### config.mk
export PLATFORM = sky130hd
export DESIGN_NAME = pc_call_stack
export DESIGN_NICKNAME = d
export VERILOG_FILES = /design/src/rtl/pc_call_stack.sv
export SDC_FILE = /design/constraint.sdc
export NUM_CORES = 1
export LEC_CHECK = 0
export CAP_MARGIN = 10
export CORE_MARGIN = 2
export CORE_UTILIZATION = 60
export CTS_CLUSTER_DIAMETER = 50
export DETAILED_ROUTE_END_ITERATION = 10
export DONT_BUFFER_PORTS = 1
export HOLD_SLACK_MARGIN = 0.05
export PLACE_DENSITY = 0.76
export SYNTH_ARGS = -nofsm -noshare
export SYNTH_HDL_FRONTEND = slang
export SYNTH_SLANG_ARGS = --single-unit
### constraint.sdc
create_clock -name clk -period 4.6 [get_ports clk]
set_clock_uncertainty 0.05 [all_clocks]
set_input_delay 0.69 -clock clk [delete_from_list [all_inputs] [get_ports clk]]
set_output_delay 0.69 -clock clk [all_outputs]
set_load 0.02 [all_outputs]
### src/rtl/pc_call_stack.sv
// rtl/pc_call_stack.sv - program counter with hardware return-address stack
module pc_call_stack #(
    parameter int          ADDR_WIDTH   = 16,
    parameter int          STACK_DEPTH  = 8,
    parameter int unsigned RESET_VECTOR = 0,
    parameter int unsigned INCREMENT    = 1
) (
    input  logic                                 clk,
    input  logic                                 reset,
    input  logic                                 stall,
    input  logic                                 jump_enable,
    input  logic                                 call_enable,
    input  logic                                 return_enable,
    input  logic                                 branch_enable,
    input  logic [ADDR_WIDTH-1:0]                jump_address,
    input  logic [ADDR_WIDTH-1:0]                branch_offset,
    output logic [ADDR_WIDTH-1:0]                counter_reg,
    output logic [$clog2(STACK_DEPTH+1)-1:0]     stack_depth,
    output logic                                 stack_full,
    output logic                                 stack_empty,
    output logic                                 overflow,
    output logic                                 underflow
);

    localparam int DW = $clog2(STACK_DEPTH + 1);
    localparam int IW = (STACK_DEPTH > 1) ? $clog2(STACK_DEPTH) : 1;

    localparam logic [ADDR_WIDTH-1:0] RV         = ADDR_WIDTH'(RESET_VECTOR);
    localparam logic [ADDR_WIDTH-1:0] INC        = ADDR_WIDTH'(INCREMENT);
    localparam logic [DW-1:0]         FULL_DEPTH = DW'(STACK_DEPTH);
    localparam logic [DW-1:0]         ONE        = DW'(1);

    // Return-address storage; entries at or above stack_depth are stale and never read.
    logic [ADDR_WIDTH-1:0] stack_mem [STACK_DEPTH];

    logic [ADDR_WIDTH-1:0] seq_pc;
    logic [ADDR_WIDTH-1:0] pc_next;
    logic [DW-1:0]         depth_next;
    logic [IW-1:0]         push_idx;
    logic [IW-1:0]         top_idx;
    logic                  push;
    logic                  ovf_set;
    logic                  udf_set;
    logic                  advance;

    // Flags are decoded from the registered depth, so they only move on clock edges.
    assign stack_full  = (stack_depth == FULL_DEPTH);
    assign stack_empty = (stack_depth == '0);

    // Indices are truncated only when the corresponding access cannot happen
    // (push is blocked when full, pop is blocked when empty).
    assign push_idx = IW'(stack_depth);
    assign top_idx  = IW'(stack_depth - ONE);
    assign seq_pc   = counter_reg + INC;

    // A cycle counts only when out of reset and not stalled.
    assign advance = reset && !stall;

    // Resolve the prioritised control set into next PC, next depth and fault/push strobes.
    always_comb begin
        pc_next    = seq_pc;
        depth_next = stack_depth;
        push       = 1'b0;
        ovf_set    = 1'b0;
        udf_set    = 1'b0;
        if (return_enable) begin
            if (!stack_empty) begin
                pc_next    = stack_mem[top_idx];
                depth_next = stack_depth - ONE;
            end else begin
                udf_set = 1'b1;
            end
        end else if (call_enable) begin
            pc_next = jump_address;
            if (!stack_full) begin
                push       = 1'b1;
                depth_next = stack_depth + ONE;
            end else begin
                ovf_set = 1'b1;
            end
        end else if (jump_enable) begin
            pc_next = jump_address;
        end else if (branch_enable) begin
            pc_next = counter_reg + branch_offset;
        end
    end

    // PC, depth and sticky fault registers with synchronous active-low reset.
    always_ff @(posedge clk) begin
        if (!reset) begin
            counter_reg <= RV;
            stack_depth <= '0;
            overflow    <= 1'b0;
            underflow   <= 1'b0;
        end else if (!stall) begin
            counter_reg <= pc_next;
            stack_depth <= depth_next;
            if (ovf_set) overflow  <= 1'b1;
            if (udf_set) underflow <= 1'b1;
        end
    end

    // Stack write port; contents are deliberately left uncleared by reset.
    always_ff @(posedge clk) begin
        if (advance && push) begin
            stack_mem[push_idx] <= seq_pc;
        end
    end

endmodule

* Word-level counts from Yosys, hierarchy flattened *
Memory sizes are Yosys's and may differ from the RTL's.
Index checks and enable logic that the tools add are counted.

word-level totals
  register bits after elaboration = 22
  memory bits (writable) = 128
  bits of input ports = 39
  output and inout bits = 24
  logic and storage cells = 40
  memories = 1

memory list
  name       depth  bits a word  read ports  clocked after Yosys merged registers in  wr ports  line  text
  stack_mem  8      16           1           0                                        1         34    logic [ADDR_WIDTH-1:0] stack_mem [STACK_DEPTH];

operators by class
  add/subtract/negate cells = 4
  eq/ne operators = 3
  multiplexer cells = 19
  bitwise logic cells = 1
  reduce and logical (&&, ||, !) cells = 8

operators by type and width
  cell                   number
  $mux 16                5
  $add 16x1->16 const B  1
  $add 16x16->16         1
  $mux 4                 4
  $mux 1                 10
  $add 4x1->4 const B    1
  $eq 4x4->1 const B     1
  $logic_not 4->1        1
  $ne 2x2->1 const B     2
  $reduce_and 2->1       2
  $reduce_and 4->1       1
  $sub 4x1->4 const B    1
  $logic_and 1x1->1      2
  $reduce_bool 2->1      1
  $logic_not 1->1        1
  $not 1->1              1

* Logic depth before layout (Yosys ltp) *
  depth in word-level cells = 7
  mapped depth = 13
  mapped depth without buffers = 9

* Least setup slack after synthesis *
Ideal clock, no wire load.

  path type = flip-flop to flip-flop
  from = register stack_depth[0]
  to = memory stack_mem[1][0] (enable)
  library setup time = 409 ps
  arrival = 2956 ps
  required time = 4141 ps
  slack = 1185 ps
  stages on the path, launching flop included = 9
  buffers on the path = 3
  period minus slack after synthesis = 3415 ps
  cells stage by stage = dfxtp_1 > buf_6 > buf_6 > buf_2 > inv_1 > ha_1 > nand3b_1 > nand4_1 > nor3_1

between the ends
  longest elaborated chain between the ends = 7

RTL lines
  element                       line  text
  from (decl)                   18    output logic [$clog2(STACK_DEPTH+1)-1:0] stack_depth,
  from (signal assigned)        97    stack_depth <= depth_next;
  $eq 4x4->1                    47    assign stack_full = (stack_depth == FULL_DEPTH);
  $mux 1                        75    if (!stack_full) begin
  $mux 1                        73    end else if (call_enable) begin
  $mux 1                        66    if (return_enable) begin
  $logic_and 1x1->1             105   if (advance && push) begin
  $mux 1                        105
  $mux 1 (not written as such)  106   stack_mem[push_idx] <= seq_pc;
  to (decl)                     34

Several ways; a longest one is shown, not always the timed one.

* Worst setup path in the final report *
  from = register stack_depth[1]
  to = register counter_reg[6]

between the ends
  longest elaborated chain between the ends = 4
  elaborated cells on any way between the ends = 5
  classes of those cells = add/sub: 1; mux: 2; reduce/logical: 1; memory: 1

RTL lines
  element               line  text
  $sub 4x1->4           --
  $mem_v2 8x16          --
  $mux 16 *             67    if (!stack_empty) begin
  $mux 16 *             66
  to (signal assigned)  96    counter_reg <= pc_next;
  to (decl)             17    output logic [ADDR_WIDTH-1:0] counter_reg,

Mark *: on every way between the ends. The rest lies on a longest branch, timed or not.
A chain may end at the register's enable or synchronous reset.

==> impl_metrics.py <==
metrics = {
    "sta": {
        "finalHoldViolCount": 0,
        "timing.hold.ws_ns": 0.349,
        "totalNegativeSetupSlack_ns": 0,
        "fin_ws_ns": 1.25,
        "fin_crit_sh": 0.729,
        "worst_pin_slew_ns": 0.889,
        "report.final.slew_viol_count": 0,
        "slew-limit-headroom": 0.403,
        "setup_viol": 0,
        "min_period_ns": 3.35,
        "max_freq_mhz": 298,
        "rsz0062_at_grt": "false",
    },
    "logic_synthesis": {
        "synth_fp_nets": 594,
        "netlist_area_um2": 7360,
        "ys_ff_latch": 150,
        "synth_cell_type_count": 66,
        "synth_top_area_cell": "edfxtp_1",
        "synth_commonest_cells": "edfxtp_1, nor2_1, nand2_1",
        "yosys_warnings": 0,
        "synth_most_common_cell": "edfxtp_1",
        "synthTopCellsByArea": "edfxtp_1, mux4_2, dfxtp_1, ha_1, mux2i_1",
        "synth_async_sr_flop_share": 0,
        "syn_inst": 536,
        "synth_flop_cell": "edfxtp_1",
        "synth.top_cell.area_share": 0.522,
        "synth_edf_count": 128,
        "avgSynthCellArea_um2": 13.7,
        "ys_seq_area_frac": 0.582,
    },
    "place": {
        "dpl.hpwl_mm": 11.5,
        "place_area_um2": 7520,
        "routabilityCongestion": 0.872,
        "port_buffers": 0,
        "place_ws_ns": 1.26,
    },
    "drt": {
        "wl_per_cell_um": 25.4,
        "vias": 4862,
        "postRouteAntennaNets": 0,
        "drc": 0,
        "drt-initial-drc-count": 609,
        "vias_per_cell": 6.94,
        "drt-total-wl_mm": 17.8,
        "dr.pass1.iters": 5,
    },
    "worst_setup_path": {
        "reg2reg_from": "stack_depth[1]$_SDFFE_PN0P_",
        "path_cells": "inv_1 > ha_1 > buf_4 > mux4_2 > mux2i_1 > nand2_1 > o211ai_1 > o21ai_1 > a311o_1",
        "r2r-end": "counter_reg[6]$_SDFFE_PN0N_",
        "ff2ff_setup_slack_ns": 1.25,
        "critPathCaptureType": "flip-flop",
        "start_kind": "flip-flop",
        "path_class": "reg -> reg",
        "worstPathMaxFanout": 19,
        "crit_arrival_ns": 3.61,
        "cp_slowest_cell": "ha_1",
        "slowest_delay_ns": 0.88,
        "required_ns": 4.86,
        "reg2reg_depth": 9,
    },
    "final_layout": {
        "largest_reg_flops": 128,
        "syn_to_final_growth_pct": 10.3,
        "nets": 599,
        "insertedDiodeCount": 0,
        "finalInstanceArea_um2": 8120,
        "drive_above_1_share": 0.152,
    },
    "clocking": {
        "cts_root_buf": "clkbuf_16",
        "clockBufferDepth": 2,
        "cts_setup_buffers": 0,
        "cts_sinks": 150,
        "clk_transition_reported_paths_ns": 0.06,
        "htree_levels": 4,
        "cts.repair.resized": 0,
        "ctsHoldBuffers": 0,
        "clock_latency_ns": 0.42,
        "cts_tree": "yes",
        "cts_buffers": 17,
    },
    "worst_hold_path": {
        "holdPathStages": 1,
        "holdCritStartpoint": "reset",
        "min_to": "counter_reg[4]$_SDFFE_PN0N_",
        "worstHoldPathType": "in -> reg",
    },
    "global_routing": {
        "grt_pass1_vias": 4850,
        "grt_max_degree": 38,
        "track_usage": 0.291,
        "grt-ovfl-total": 0,
        "grt_pass1_wl_mm": 27.8,
        "antenna_found_initial": 0,
    },
    "floorplan": {
        "die-area_um2": 13200,
        "dieWidth_um": 115,
        "core_um2": 12000,
        "fp-row-count": 40,
        "initial_core_util": 0.613,
        "die_h_um": 115,
        "ios": 63,
    },
    "status": {
        "outcome": "complete, no violations",
    },
    "flow_run": {
        "cap_violations": 0,
    },
    "power": {
        "ir_worst_vdd_mv": 0.239,
        "p_leak_nw": 2.85,
        "power.density_nw_per_um2": 445,
    },
}
how the worst max path moves through the flow:
stage          cells after the start  slack [ns]                           to                   startpoint
4_1_cts                            9        1.25  counter_reg[6]$_SDFFE_PN0N_  stack_depth[1]$_SDFFE_PN0P_
2_1_floorplan                      8        1.18    stack_mem[1][0]$_DFFE_PP_  stack_depth[0]$_SDFFE_PN0P_
5_1_grt                            9        0.97  counter_reg[6]$_SDFFE_PN0N_  stack_depth[1]$_SDFFE_PN0P_
6_report                           9        1.25  counter_reg[6]$_SDFFE_PN0N_  stack_depth[1]$_SDFFE_PN0P_
3_5_place_dp                       9        1.26  counter_reg[6]$_SDFFE_PN0N_  stack_depth[1]$_SDFFE_PN0P_
3_3_place_gp                       9        1.36  counter_reg[6]$_SDFFE_PN0N_  stack_depth[1]$_SDFFE_PN0P_
worst max-delay path, delay by kind of cell, from the launching register on:
kind	cells	cell delay [ns]
AOI/OAI and AO/OA	3	0.56
muxes	2	0.49
and+or+nand+nor	1	0.08
adders and majority gates	1	0.88
DFF	1	0.66
buffers and inverters	2	0.52
layout make-up:
type                       count  area, µm²
sequential                   150       4290
tap                          147        184
inverter                      14       52.6
multi-input combinational    347       2910
timing repair buffer          11       82.6
fill                         815       3890
clock buffer                  24        504
clock inverter                 8       96.3
logic make-up (layout without fill, tap and decap cells):
family,Yosys count,after routing,share of synthesized area
xor gates and xnor gates,31,31,0.0394
adders and majority gates,19,19,0.0333
DFF,150,150,0.582
muxes,53,53,0.126
AOI/OAI and AO/OA,113,113,0.108
and+or+nand+nor,131,131,0.0869
buffers and inverters,39,57,0.0235
through the flow:
stage,instances,utilization,power (mW)
after floorplan,536,-,2.09
after global placement,669,0.626,2.22
after detailed placement,669,0.626,2.23
after CTS,701,0.676,3.61
after global routing,701,0.676,3.73
final,701,0.676,3.61
routing by layer:
metal | vias to the layer above | track usage | share of wire
met5 | - | 0 | 0
met4 | 0 | 0.115 | 0.023
met3 | 35 | 0.0817 | 0.11
met2 | 321 | 0.454 | 0.48
met1 | 2386 | 0.393 | 0.39
li1 | 2120 | - | -
report_power, final:
| group | leakage (nW) | internal [mW] | switching (mW) |
|---|---|---|---|
| registers | 1.35 | 1.53 | 0.0717 |
| logic | 1.21 | 0.255 | 0.364 |
| clock network | 0.294 | 0.875 | 0.520 |
layout by cell type, fill, tap and decap left out, types with 5 or more instances in the layout:
cell and n:
clkbuf_16 19, dfxtp_1 21, o21ai_0 20, nand2_1 39
nand3_1 12, buf_4 11, a211oi_1 6, a21o_1 6
a31oi_1 6, nor2_1 40, mux4_2 32, nand4_1 7
edfxtp_1 128, o311a_1 5, ha_1 18, mux2i_1 21
xnor2_1 22, inv_1 13, xor2_1 8, a21oi_1 19
o211ai_1 9
(Power assumes the default switching activity.)
==> patch (config.mk and constraints unchanged) <==
Set the parameter `STACK_DEPTH` to 16 (it was 8).
--- a/src/rtl/pc_call_stack.sv
+++ b/src/rtl/pc_call_stack.sv
@@ -3,3 +3,3 @@
     parameter int          ADDR_WIDTH   = 16,
-    parameter int          STACK_DEPTH  = 8,
+    parameter int          STACK_DEPTH  = 16,
     parameter int unsigned RESET_VECTOR = 0,
Interface: changed (resized stack_depth); port bits go from 63 to 64. The function was not compared with the original's and may differ.
==> patch against the unedited design <==
- utilization decreased by 0.15 points
- first-iteration DRC count increased by 39%
- total power grew 71%
- design area rose by 68%
- synthesized area is 68% higher
- sequential power is 84% higher
- largest cell class unchanged
- worst setup slack got worse by 0.37 ns
- routed wire length up 67%
- synthesized cell count grew 38%
- sequential share of layout area increased by 7.0 points
- sequential cell count grew 129
- global-route usage down 1.3 points
==> patch: results (changes against the unedited design) <==
| Metric | Value |
|---|---|
| Status | `completed (unchanged)` |
| Placed inst area | `12800 um^2 (was 7520 um^2)` |
| First-pass GRT wire length | `44.3 mm (was 27.8 mm)` |
| Gpl congestion | `0.945 (was 0.872)` |
| Slew Limit Headroom | `17.4% (was 40.3%)` |
| Largest net degree at the start of global routing | `34 (was 38)` |
| Half-perimeter wire length after placement | `17.8 mm (was 11.5 mm)` |
| Layout cells sized above 1 | `20.3% (was 15.2%)` |
| Synth Net Count | `799 (was 594)` |
| Sequential fraction of the synthesis area | `65.8% (was 58.2%)` |
| Final WS setup | `0.881 ns (was 1.25 ns)` |
| Mapped Cells | `739 (was 536)` |
| Max clock buf depth | `3 (was 2)` |
| Final #Nets | `824 (was 599)` |
| Crit path DAT | `2.98 ns (was 3.61 ns)` |
| Crit. Startpoint | `stack_depth[1] (unchanged)` |
| Iteration-0 DRC Markers | `848 (was 609)` |
| Max VDD drop | `0.000301 V (was 0.000239 V)` |
| R2R Path End | `counter_reg[3] (was counter_reg[6])` |
| Fill cells | `1303 (was 815)` |
| Area contributors post-synth | `edfxtp_1, mux4_2, dfxtp_1, ha_1, mux4_1 (was edfxtp_1, mux4_2, dfxtp_1, ha_1, mux2i_1)` |
| Post-synth EDFFs | `256 (was 128)` |
| Worst hold slack | `0.234 ns (was 0.349 ns)` |
| Inst Count DP | `1002 (was 669)` |
| LEAKAGE | `4.53 nW (was 2.85 nW)` |
| Place WS | `1.24 ns (was 1.26 ns)` |
| Total CTS buffers | `29 (was 17)` |
| Final wirelength | `29.6 mm (was 17.8 mm)` |
| Vias in the first global route | `7070 (was 4850)` |
| Total GRT Usage | `27.7% (was 29.1%)` |
| Clock Latency Late Sink | `0.53 ns (was 0.42 ns)` |
| Largest register FFs | `256 (was 128)` |
| Post-synthesis cell type count | `61 (was 66)` |
| R2R cell count | `8 (was 9)` |
| Commonest cells in the netlist | `edfxtp_1, mux4_2, nor2_1 (was edfxtp_1, nor2_1, nand2_1)` |
## patch: critical path: stages, from the launching register on
cell     delay [ns]
dfxtp_1        0.45
inv_1          0.15
ha_2           0.28
or4b_1         0.86
inv_1          0.70
## patch: cells by family after synthesis
logic type	synth area share, %
DFF	65.8
and+or+nand+nor	5.66
xor gates and xnor gates	2.40
buffers and inverters	2.15
adders and majority gates	2.18
muxes	15.7
AOI/OAI and AO/OA	6.17
## patch: power by group
part	internal [mW]	switching (mW)	total, mW	leakage, nW
clock network	1.16	0.917	2.08	0.414
logic	0.502	0.632	1.13	1.58
registers	2.86	0.0903	2.95	2.53
## patch: per-layer routing
layer  global-route usage [%]  vias to the layer above  share of wire (%)
met3                     5.99                       82                 10
met2                     44.9                      446                 49
li1                         -                     3044                  -
met1                     37.9                     3588                 37
met4                     10.0                        0                3.7
met5                        0                        -                  0
## patch: worst min path at each step
| stage | start | endpoint | depth (start not counted) |
|---|---|---|---|
| 6_report | stall | counter_reg[7] | 1 |
| 3_3_place_gp | stack_depth[0] | stack_depth[0] | 2 |
| 2_1_floorplan | underflow | underflow | 2 |
| 5_1_grt | stall | counter_reg[7] | 1 |
| 4_1_cts | stall | counter_reg[7] | 1 |
| 3_5_place_dp | stack_depth[0] | stack_depth[0] | 2 |
## patch: final cells by class
cell class	count	area, um^2	share of cell area, %
Tap cell	270	338	2.48
Timing Repair Buffer	32	253	1.85
Clock inverter	15	95.1	0.697
Sequential cell	279	8150	59.7
Multi-Input combinational cell	408	4010	29.4
Inverter	14	52.6	0.385
Clock buffer	34	744	5.46
